$ cat src/rtl/vio_route_ctrl.sv
// -----------------------------------------------------------------------------
// vio_route_ctrl
//
// Holds one route word per vFPGA region. These words drive the route_in port
// of the vFPGA stream switch. Route updates arrive from the control plane. An
// update is applied only at a packet boundary of that region's DTU sink
// stream, so TDEST never changes mid-packet or while a beat is stalled. This
// block only observes the sink handshake; it never drives it.
//
// Ports
//   aclk, areset       clock; synchronous active-high reset
//   cfg_valid/ready    update handshake. cfg_ready = !areset & !route_pend[cfg_id].
//                      A transfer happens on cfg_valid & cfg_ready.
//   cfg_id, cfg_route  target region and new route word
//   mon_tvalid/tready/tlast  per-region snoop of the DTU sink stream
//   route_out          committed route words, region i at [i*ROUTE_BITS +: ROUTE_BITS]
//   route_pend         region holds an uncommitted update
//   route_upd          1-cycle pulse after route_out[i] was loaded
//   dbg_inpkt          packet tracker state per region (1 = INPKT)
// -----------------------------------------------------------------------------
module vio_route_ctrl #(
   parameter int                    N_ID       = 6,
   parameter int                    ROUTE_BITS = 14,
   parameter logic [ROUTE_BITS-1:0] RST_ROUTE  = '0,
   parameter int                    ID_BITS    = (N_ID > 1) ? $clog2(N_ID) : 1
) (
   input  logic                         aclk,
   input  logic                         areset,
   input  logic                         cfg_valid,
   output logic                         cfg_ready,
   input  logic [ID_BITS-1:0]           cfg_id,
   input  logic [ROUTE_BITS-1:0]        cfg_route,
   input  logic [N_ID-1:0]              mon_tvalid,
   input  logic [N_ID-1:0]              mon_tready,
   input  logic [N_ID-1:0]              mon_tlast,
   output logic [N_ID*ROUTE_BITS-1:0]   route_out,
   output logic [N_ID-1:0]              route_pend,
   output logic [N_ID-1:0]              route_upd,
   output logic [N_ID-1:0]              dbg_inpkt
);

   typedef enum logic {IDLE = 1'b0, INPKT = 1'b1} pkt_state_t;

   pkt_state_t            state      [N_ID];
   logic [ROUTE_BITS-1:0] route_q    [N_ID];
   logic [ROUTE_BITS-1:0] pend_route [N_ID];

   logic [N_ID-1:0] id_hit;
   logic [N_ID-1:0] hs;
   logic [N_ID-1:0] quiet;
   logic            cfg_fire;

   // Decode cfg_id into a one-hot vector. An out-of-range id matches no
   // region. That id then sees cfg_ready=1 and the update is dropped.
   always_comb begin
      id_hit = '0;
      for (int i = 0; i < N_ID; i++) begin
         id_hit[i] = (cfg_id == ID_BITS'(i));
      end
   end

   // A region is quiescent in two cases:
   //   - it sits between packets with no beat offered; or
   //   - its last beat is handshaking this cycle.
   // A stalled beat (tvalid=1, tready=0) is never quiescent. TDEST must
   // stay stable while tvalid is high.
   always_comb begin
      hs        = mon_tvalid & mon_tready;
      quiet     = '0;
      dbg_inpkt = '0;
      for (int i = 0; i < N_ID; i++) begin
         quiet[i]     = ((state[i] == IDLE) && !mon_tvalid[i]) || (hs[i] && mon_tlast[i]);
         dbg_inpkt[i] = (state[i] == INPKT);
      end
   end

   assign cfg_ready = !areset && ((id_hit & route_pend) == '0);
   assign cfg_fire  = cfg_valid && cfg_ready;

   // Packet trackers, pending buffers and committed routes for all regions.
   // No region waits for any other region.
   always_ff @(posedge aclk) begin
      if (areset) begin
         for (int i = 0; i < N_ID; i++) begin
            state[i]      <= IDLE;
            route_q[i]    <= RST_ROUTE;
            pend_route[i] <= RST_ROUTE;
         end
         route_pend <= '0;
         route_upd  <= '0;
      end else begin
         for (int i = 0; i < N_ID; i++) begin
            route_upd[i] <= 1'b0;

            if (hs[i]) begin
               state[i] <= mon_tlast[i] ? IDLE : INPKT;
            end

            // A new update and a pending commit never coincide for one
            // region. cfg_ready stays low while that region has an entry
            // pending.
            if (cfg_fire && id_hit[i]) begin
               if (quiet[i]) begin
                  route_q[i]   <= cfg_route;
                  route_upd[i] <= 1'b1;
               end else begin
                  pend_route[i] <= cfg_route;
                  route_pend[i] <= 1'b1;
               end
            end else if (route_pend[i] && quiet[i]) begin
               route_q[i]    <= pend_route[i];
               route_pend[i] <= 1'b0;
               route_upd[i]  <= 1'b1;
            end
         end
      end
   end

   for (genvar g = 0; g < N_ID; g++) begin : g_route_out
      assign route_out[g*ROUTE_BITS +: ROUTE_BITS] = route_q[g];
   end

endmodule

$ cat config.mk
export PLATFORM = sky130hd
export DESIGN_NAME = vio_route_ctrl
export DESIGN_NICKNAME = d
export VERILOG_FILES = /design/src/rtl/vio_route_ctrl.sv
export SDC_FILE = /design/constraint.sdc
export NUM_CORES = 1
export LEC_CHECK = 0
export BUFFER_PORTS_ARGS = -buffer_cell sky130_fd_sc_hd__buf_2
export CELL_PAD_IN_SITES_DETAIL_PLACEMENT = 1
export CELL_PAD_IN_SITES_GLOBAL_PLACEMENT = 1
export CORE_MARGIN = 2
export CORE_UTILIZATION = 45
export DETAILED_ROUTE_END_ITERATION = 8
export PLACE_DENSITY = 0.83
export SLEW_MARGIN = 40
export SYNTH_ARGS = -nofsm -noshare
export SYNTH_HDL_FRONTEND = slang
export SYNTH_SLANG_ARGS = --single-unit
$ cat constraint.sdc
create_clock -name aclk -period 6 [get_ports aclk]
set_input_delay 0.3 -clock aclk [delete_from_list [all_inputs] [get_ports aclk]]
set_output_delay 0.3 -clock aclk [all_outputs]
set_load 0.03 [all_outputs]
# [After elaboration in Yosys (flattened, before gate mapping)]
# Memory sizes are Yosys's and may differ from the RTL's.
# Cells that the tools add are included.
[word_totals] register_bits=12 ram_bits=174 inputBits=38 out_inout_bits=103 elab_cells=252 memories=3
[classes] n_eq_ne=11 muxes=146 bitwise_logic=32 reduce_logical=53
[memory_table] name="pend_route" depth=6 word_bits=14 read_ports=6 rd_ports_with_merged_regs=0 write_ports=6 line_no="46" source="logic [ROUTE_BITS-1:0] pend_route [N_ID];"
[memory_table] name="route_q" depth=6 word_bits=14 read_ports=6 rd_ports_with_merged_regs=0 write_ports=6 line_no="45" source="logic [ROUTE_BITS-1:0] route_q [N_ID];"
[memory_table] name="state" depth=6 word_bits=1 read_ports=6 rd_ports_with_merged_regs=0 write_ports=6 line_no="44" source="pkt_state_t state [N_ID];"
[ops] cell="$mux 14" n=18
[ops] cell="$mux 1" n=128
[ops] cell="$logic_and 1x1->1" n=26
[ops] cell="$or 1x1->1" n=24
[ops] cell="$and 6x6->6" n=2
[ops] cell="$ne 2x2->1 const B" n=6
[ops] cell="$reduce_and 2->1" n=6
[ops] cell="$reduce_bool 2->1" n=6
[ops] cell="$logic_not 1->1" n=7
[ops] cell="$eq 3x2->1 const B" n=2
[ops] cell="$eq 3x3->1 const B" n=2
[ops] cell="$logic_not 6->1" n=1
[ops] cell="$logic_or 1x1->1" n=6
[ops] cell="$not 1->1" n=6
[ops] cell="$eq 3x1->1 const B" n=1
[ops] cell="$logic_not 3->1" n=1

# [Depth between registers and ports, before layout]
[logic_depth] ltp_word=11 ltp_mapped=6 depth_no_buf=3

# [Least setup slack after synthesis]
# OpenSTA, ideal clock, no wires.
[synth_timing] path_kind="flip-flop to flip-flop" from="memory state[1] (netlist name)" to="memory route_q[1][0], enable pin" setup_ns=0.404 arrival_time_ns=2.161 t_required_ns=5.596 path_slack_ns=3.435 stages_incl_launch_ff=5 path_buffers=1 synth_period_minus_slack_ns=2.565 path_cell_list="edfxtp_1 nor2_1 nor2_1 clkbuf_1 o21ai_0"
[synth_lines] element="start, declared" line_no="44"
[synth_lines] element="end, declared" line_no="45"

# [Worst setup path after layout]
[layout_timing] from="register route_pend[2]" to="output port cfg_ready"
[layout_between] elab_chain_cells=3
[layout_lines] element="start, declared" line_no="37" source="output logic [N_ID-1:0] route_pend,"
[layout_lines] element="start signal, assigned" line_no="89" source="route_pend <= '0;"
[layout_lines] element="start signal, assigned by index" line_no="108" source="route_pend[i] <= 1'b1;"
[layout_lines] element="start signal, assigned by index" line_no="112" source="route_pend[i] <= 1'b0;"
[layout_lines] element="$and 6x6->6" line_no="77" source="assign cfg_ready = !areset && ((id_hit & route_pend) == '0);"
[layout_lines] element="$logic_not 6->1" line_no="77"
[layout_lines] element="$logic_and 1x1->1" line_no="77"
[layout_lines] element="end, declared" line_no="30" source="output logic cfg_ready,"
# No other way between the ends.

==> flow_summary_export.csv <==
group,metric,value,unit
setup_path,r2r-start,"route_pend[2]$_SDFFE_PP0P_",
clocking,numCtsBuffers,17,
final_layout,antenna_cells,0,
setup_path,crit_family,"flip-flops",
grt,antenna_found_initial,1,
power_and_ir_drop,p_per_area,295.3,nW/um2
status,status,"finished, final reports clean",
place,portBuffers,140,
clocking,cts_buffer_depth,2,
setup_path,endpoint_kind,"output pin",
sta,slew-limit-headroom,42.72,%
setup_path,critical_path_buf_inv_count,2,
setup_path,crit_chain,"mux2i_4, o21ai_2, buf_4, a21oi_1, buf_2",
yosys,syn_area_per_cell,12.34,um2
grt,overflow,0,
yosys,ys_types,49,
final_layout,drive_gt1_share,28.45,%
grt,grt_pass1_vias,6423,
yosys,syn_area,8491,um2
yosys,synth_area_leaders,"edfxtp_1 62%, o211ai_1 5.0%, nor3_1 4.0%, a21oi_1 3.9%, dfxtp_1 2.8%",
min_path,hold_depth,2,
setup_path,path_class,"reg -> out",
clocking,cts_root_buf,"clkbuf_16",
power_and_ir_drop,peakVddDrop,0.0001825,V
floorplanning,die_y,141.4,um
routing,met3_length,1.790,mm
yosys,async_flop_share,0,%
setup_path,ff2ff_setup_slack,3.44,ns
setup_path,start_kind,"register",
floorplanning,rows,50,
place,place_hpwl,16.49,mm
clocking,clk_pin_slew,0.07,ns
routing,avgViaCountPerCell,6.285,
yosys,ys_seq_area_share,64.37,%
yosys,synth_top_area_share,61.54,%
clocking,cts_tree,"done",
routing,top_layer,"met5",
yosys,post-synth-top-count-cell,"edfxtp_1",
sta,setup_ws,3.240,ns
setup_path,slowest_stage,"dfxtp_1",
sta,setup_tns,0,ns
setup_path,reg2reg_depth,5,
yosys,yosys.area.top_type,"edfxtp_1",
routing,routed_wl,25.20,mm
min_path,hp-class,"in -> reg",
yosys,synth_edf_count,174,
routing,drt-pass1-iter-count,5,
yosys,synth_flop_cell,"edfxtp_1",
floorplanning,initial_core_util,45.70,%
sta,hold_violations,0,
yosys,yosys_warnings,0,
routing,vias,6442,
sta,final.period_utilization,46.00,%
final_layout,fillers,1902,
flow_run,drv_cap,0,
grt,grt_max_degree,48,
routing,avgRoutedWirePerCell,24.59,um
yosys,synthCells,688,
grt,grt_pass1_wl,37.57,mm
routing,ant_nets,0,
setup_path,cpPeakStageDelay,0.84,ns
grt,track_usage,25.24,%
sta,final_max_slew_viol_count,0,
power_and_ir_drop,total_power,2922,uW
min_path,hold_end,"state[1]$_SDFFCE_PN0P_",
clocking,ctsHoldBuffers,0,
final_layout,syn2layout_area_growth,16.52,%
sta,worst_pin_slew,0.8580,ns
clocking,post_cts_resized,0,
clocking,clkSinkCount,186,
yosys,synthTopCellsByCount,"174 x edfxtp_1, 68 x nor3_1, 66 x a21oi_1, 57 x o211ai_1, 53 x clkbuf_1",
routing,drtIter0Drc,600,
power_and_ir_drop,p_leak,0.003654,uW
place,gp_congestion,0.8545,
clocking,htreeDepth,4,
min_path,min-delay-start,"mon_tlast[1]",
place,dpl_worst_slack,3.340,ns
clocking,cts_setup_buffers,0,
clocking,insertion_delay,0.43,ns
sta,skew,0.01192,ns
yosys,syn_nets,726,
floorplanning,die_area,19980,um2
setup_path,critPathMaxFanout,32,
floorplanning,coreArea,18580,um2
sta,period_minus_slack,2.760,ns
routing,drc,0,
floorplanning,fp.dieW,141.4,um
sta,max_freq,0.3623,GHz
setup_path,r2r-end,"route_q[0][9]$_SDFFCE_PN0P_",
routing,wl_met1,9.877,mm
setup_path,critPathArrivalTime,2.46,ns
yosys,ys_seq_elements,186,
final_layout,fin_nets,816,
routing,dr_wl_met2,12.73,mm
setup_path,required,5.70,ns
floorplanning,ios,141,
sta,rsz0062_at_grt,"false",
sta,setup_violations,0,
metrics by stage:
stage          area (um2)  hold slack [ns]  util [%]  std cells
6_report             9893           0.1556     53.25       1025
4_1_cts              9872           0.1484     53.13       1025
2_1_floorplan        8491           0.4962         -        688
3_5_place_dp         9276           0.5205     49.93        993
5_1_grt              9893           0.1481     53.25       1025
3_3_place_gp         9250           0.5180     49.78        992
power by group:
group	internal, uW	switching [uW]	total (uW)
combinational	62.2	227	289
sequential	1470	22.6	1490
clock	664	479	1140
layout by cell type, fill, tap and decap left out, drive strengths merged, types with 3 or more instances in the layout:
master / synthesis / final
a21oi: 66 / 66
a22o: 14 / 14
and3: 32 / 32
buf: 25 / 159
bufinv: 0 / 3
clkbuf: 63 / 20
clkinv: 1 / 8
dfxtp: 12 / 12
edfxtp: 174 / 174
inv: 15 / 15
mux2i: 15 / 15
nand2: 19 / 19
nand2b: 5 / 5
nand3: 45 / 45
nor2: 9 / 9
nor3: 79 / 79
o2111ai: 14 / 14
o211ai: 57 / 57
o21ai: 12 / 12
o41ai: 4 / 4
or2: 3 / 3
kinds of logic after synthesis:
group           count (synthesis)  synth area share (%)
compound gates                173                 14.13
flops                         186                 64.37
buf+inv                       104                 5.497
simple gates                  209                 13.97
mux                            16                 2.034
layer usage:
metal  GRT usage, %  vias up
met5              0        -
met4          10.26        2
met3          4.826       60
met2          43.18      346
met1          31.72     3206
li1               -     2828
sequential cells by signal, summed over array words and instances (netlist names):
signal,cells
route_q,84
pend_route,84
route_upd,6
state,6
route_pend,6
worst register-to-register path, delay by kind of cell, from the launching register on:
kind,cells,cell delay [ns]
DFF,1,0.84
AOI/OAI and AO/OA,2,0.46
muxes,1,0.30
buffers and inverters,2,0.64
area by class of cell:
class	instances	area, um2	share of cell area, %
Clock buffer	20	446.7	4.515
Timing Repair Buffer	159	840.8	8.499
Sequential cell	186	5468	55.27
Inverter	16	60.06	0.6071
Clock inverter	12	148.9	1.505
Multi-Input combinational cell	398	2636	26.65
Tap cell	234	292.8	2.959
how the worst max path moves through the flow:
stage          slack [ns]                               to                  startpoint  depth (start not counted)
2_1_floorplan        3.43      route_q[1][0]$_SDFFCE_PN0P_      state[1]$_SDFFCE_PN0P_                          4
3_3_place_gp         3.35     route_q[0][10]$_SDFFCE_PN0P_  route_pend[3]$_SDFFE_PP0P_                          5
3_5_place_dp         3.34  pend_route[4][12]$_SDFFCE_PN0P_                      areset                          5
4_1_cts              3.06                        cfg_ready  route_pend[3]$_SDFFE_PP0P_                          5
5_1_grt              3.09                        cfg_ready  route_pend[2]$_SDFFE_PP0P_                          5
6_report             3.24                        cfg_ready  route_pend[2]$_SDFFE_PP0P_                          5
Power figures use the tool's default switching activity.
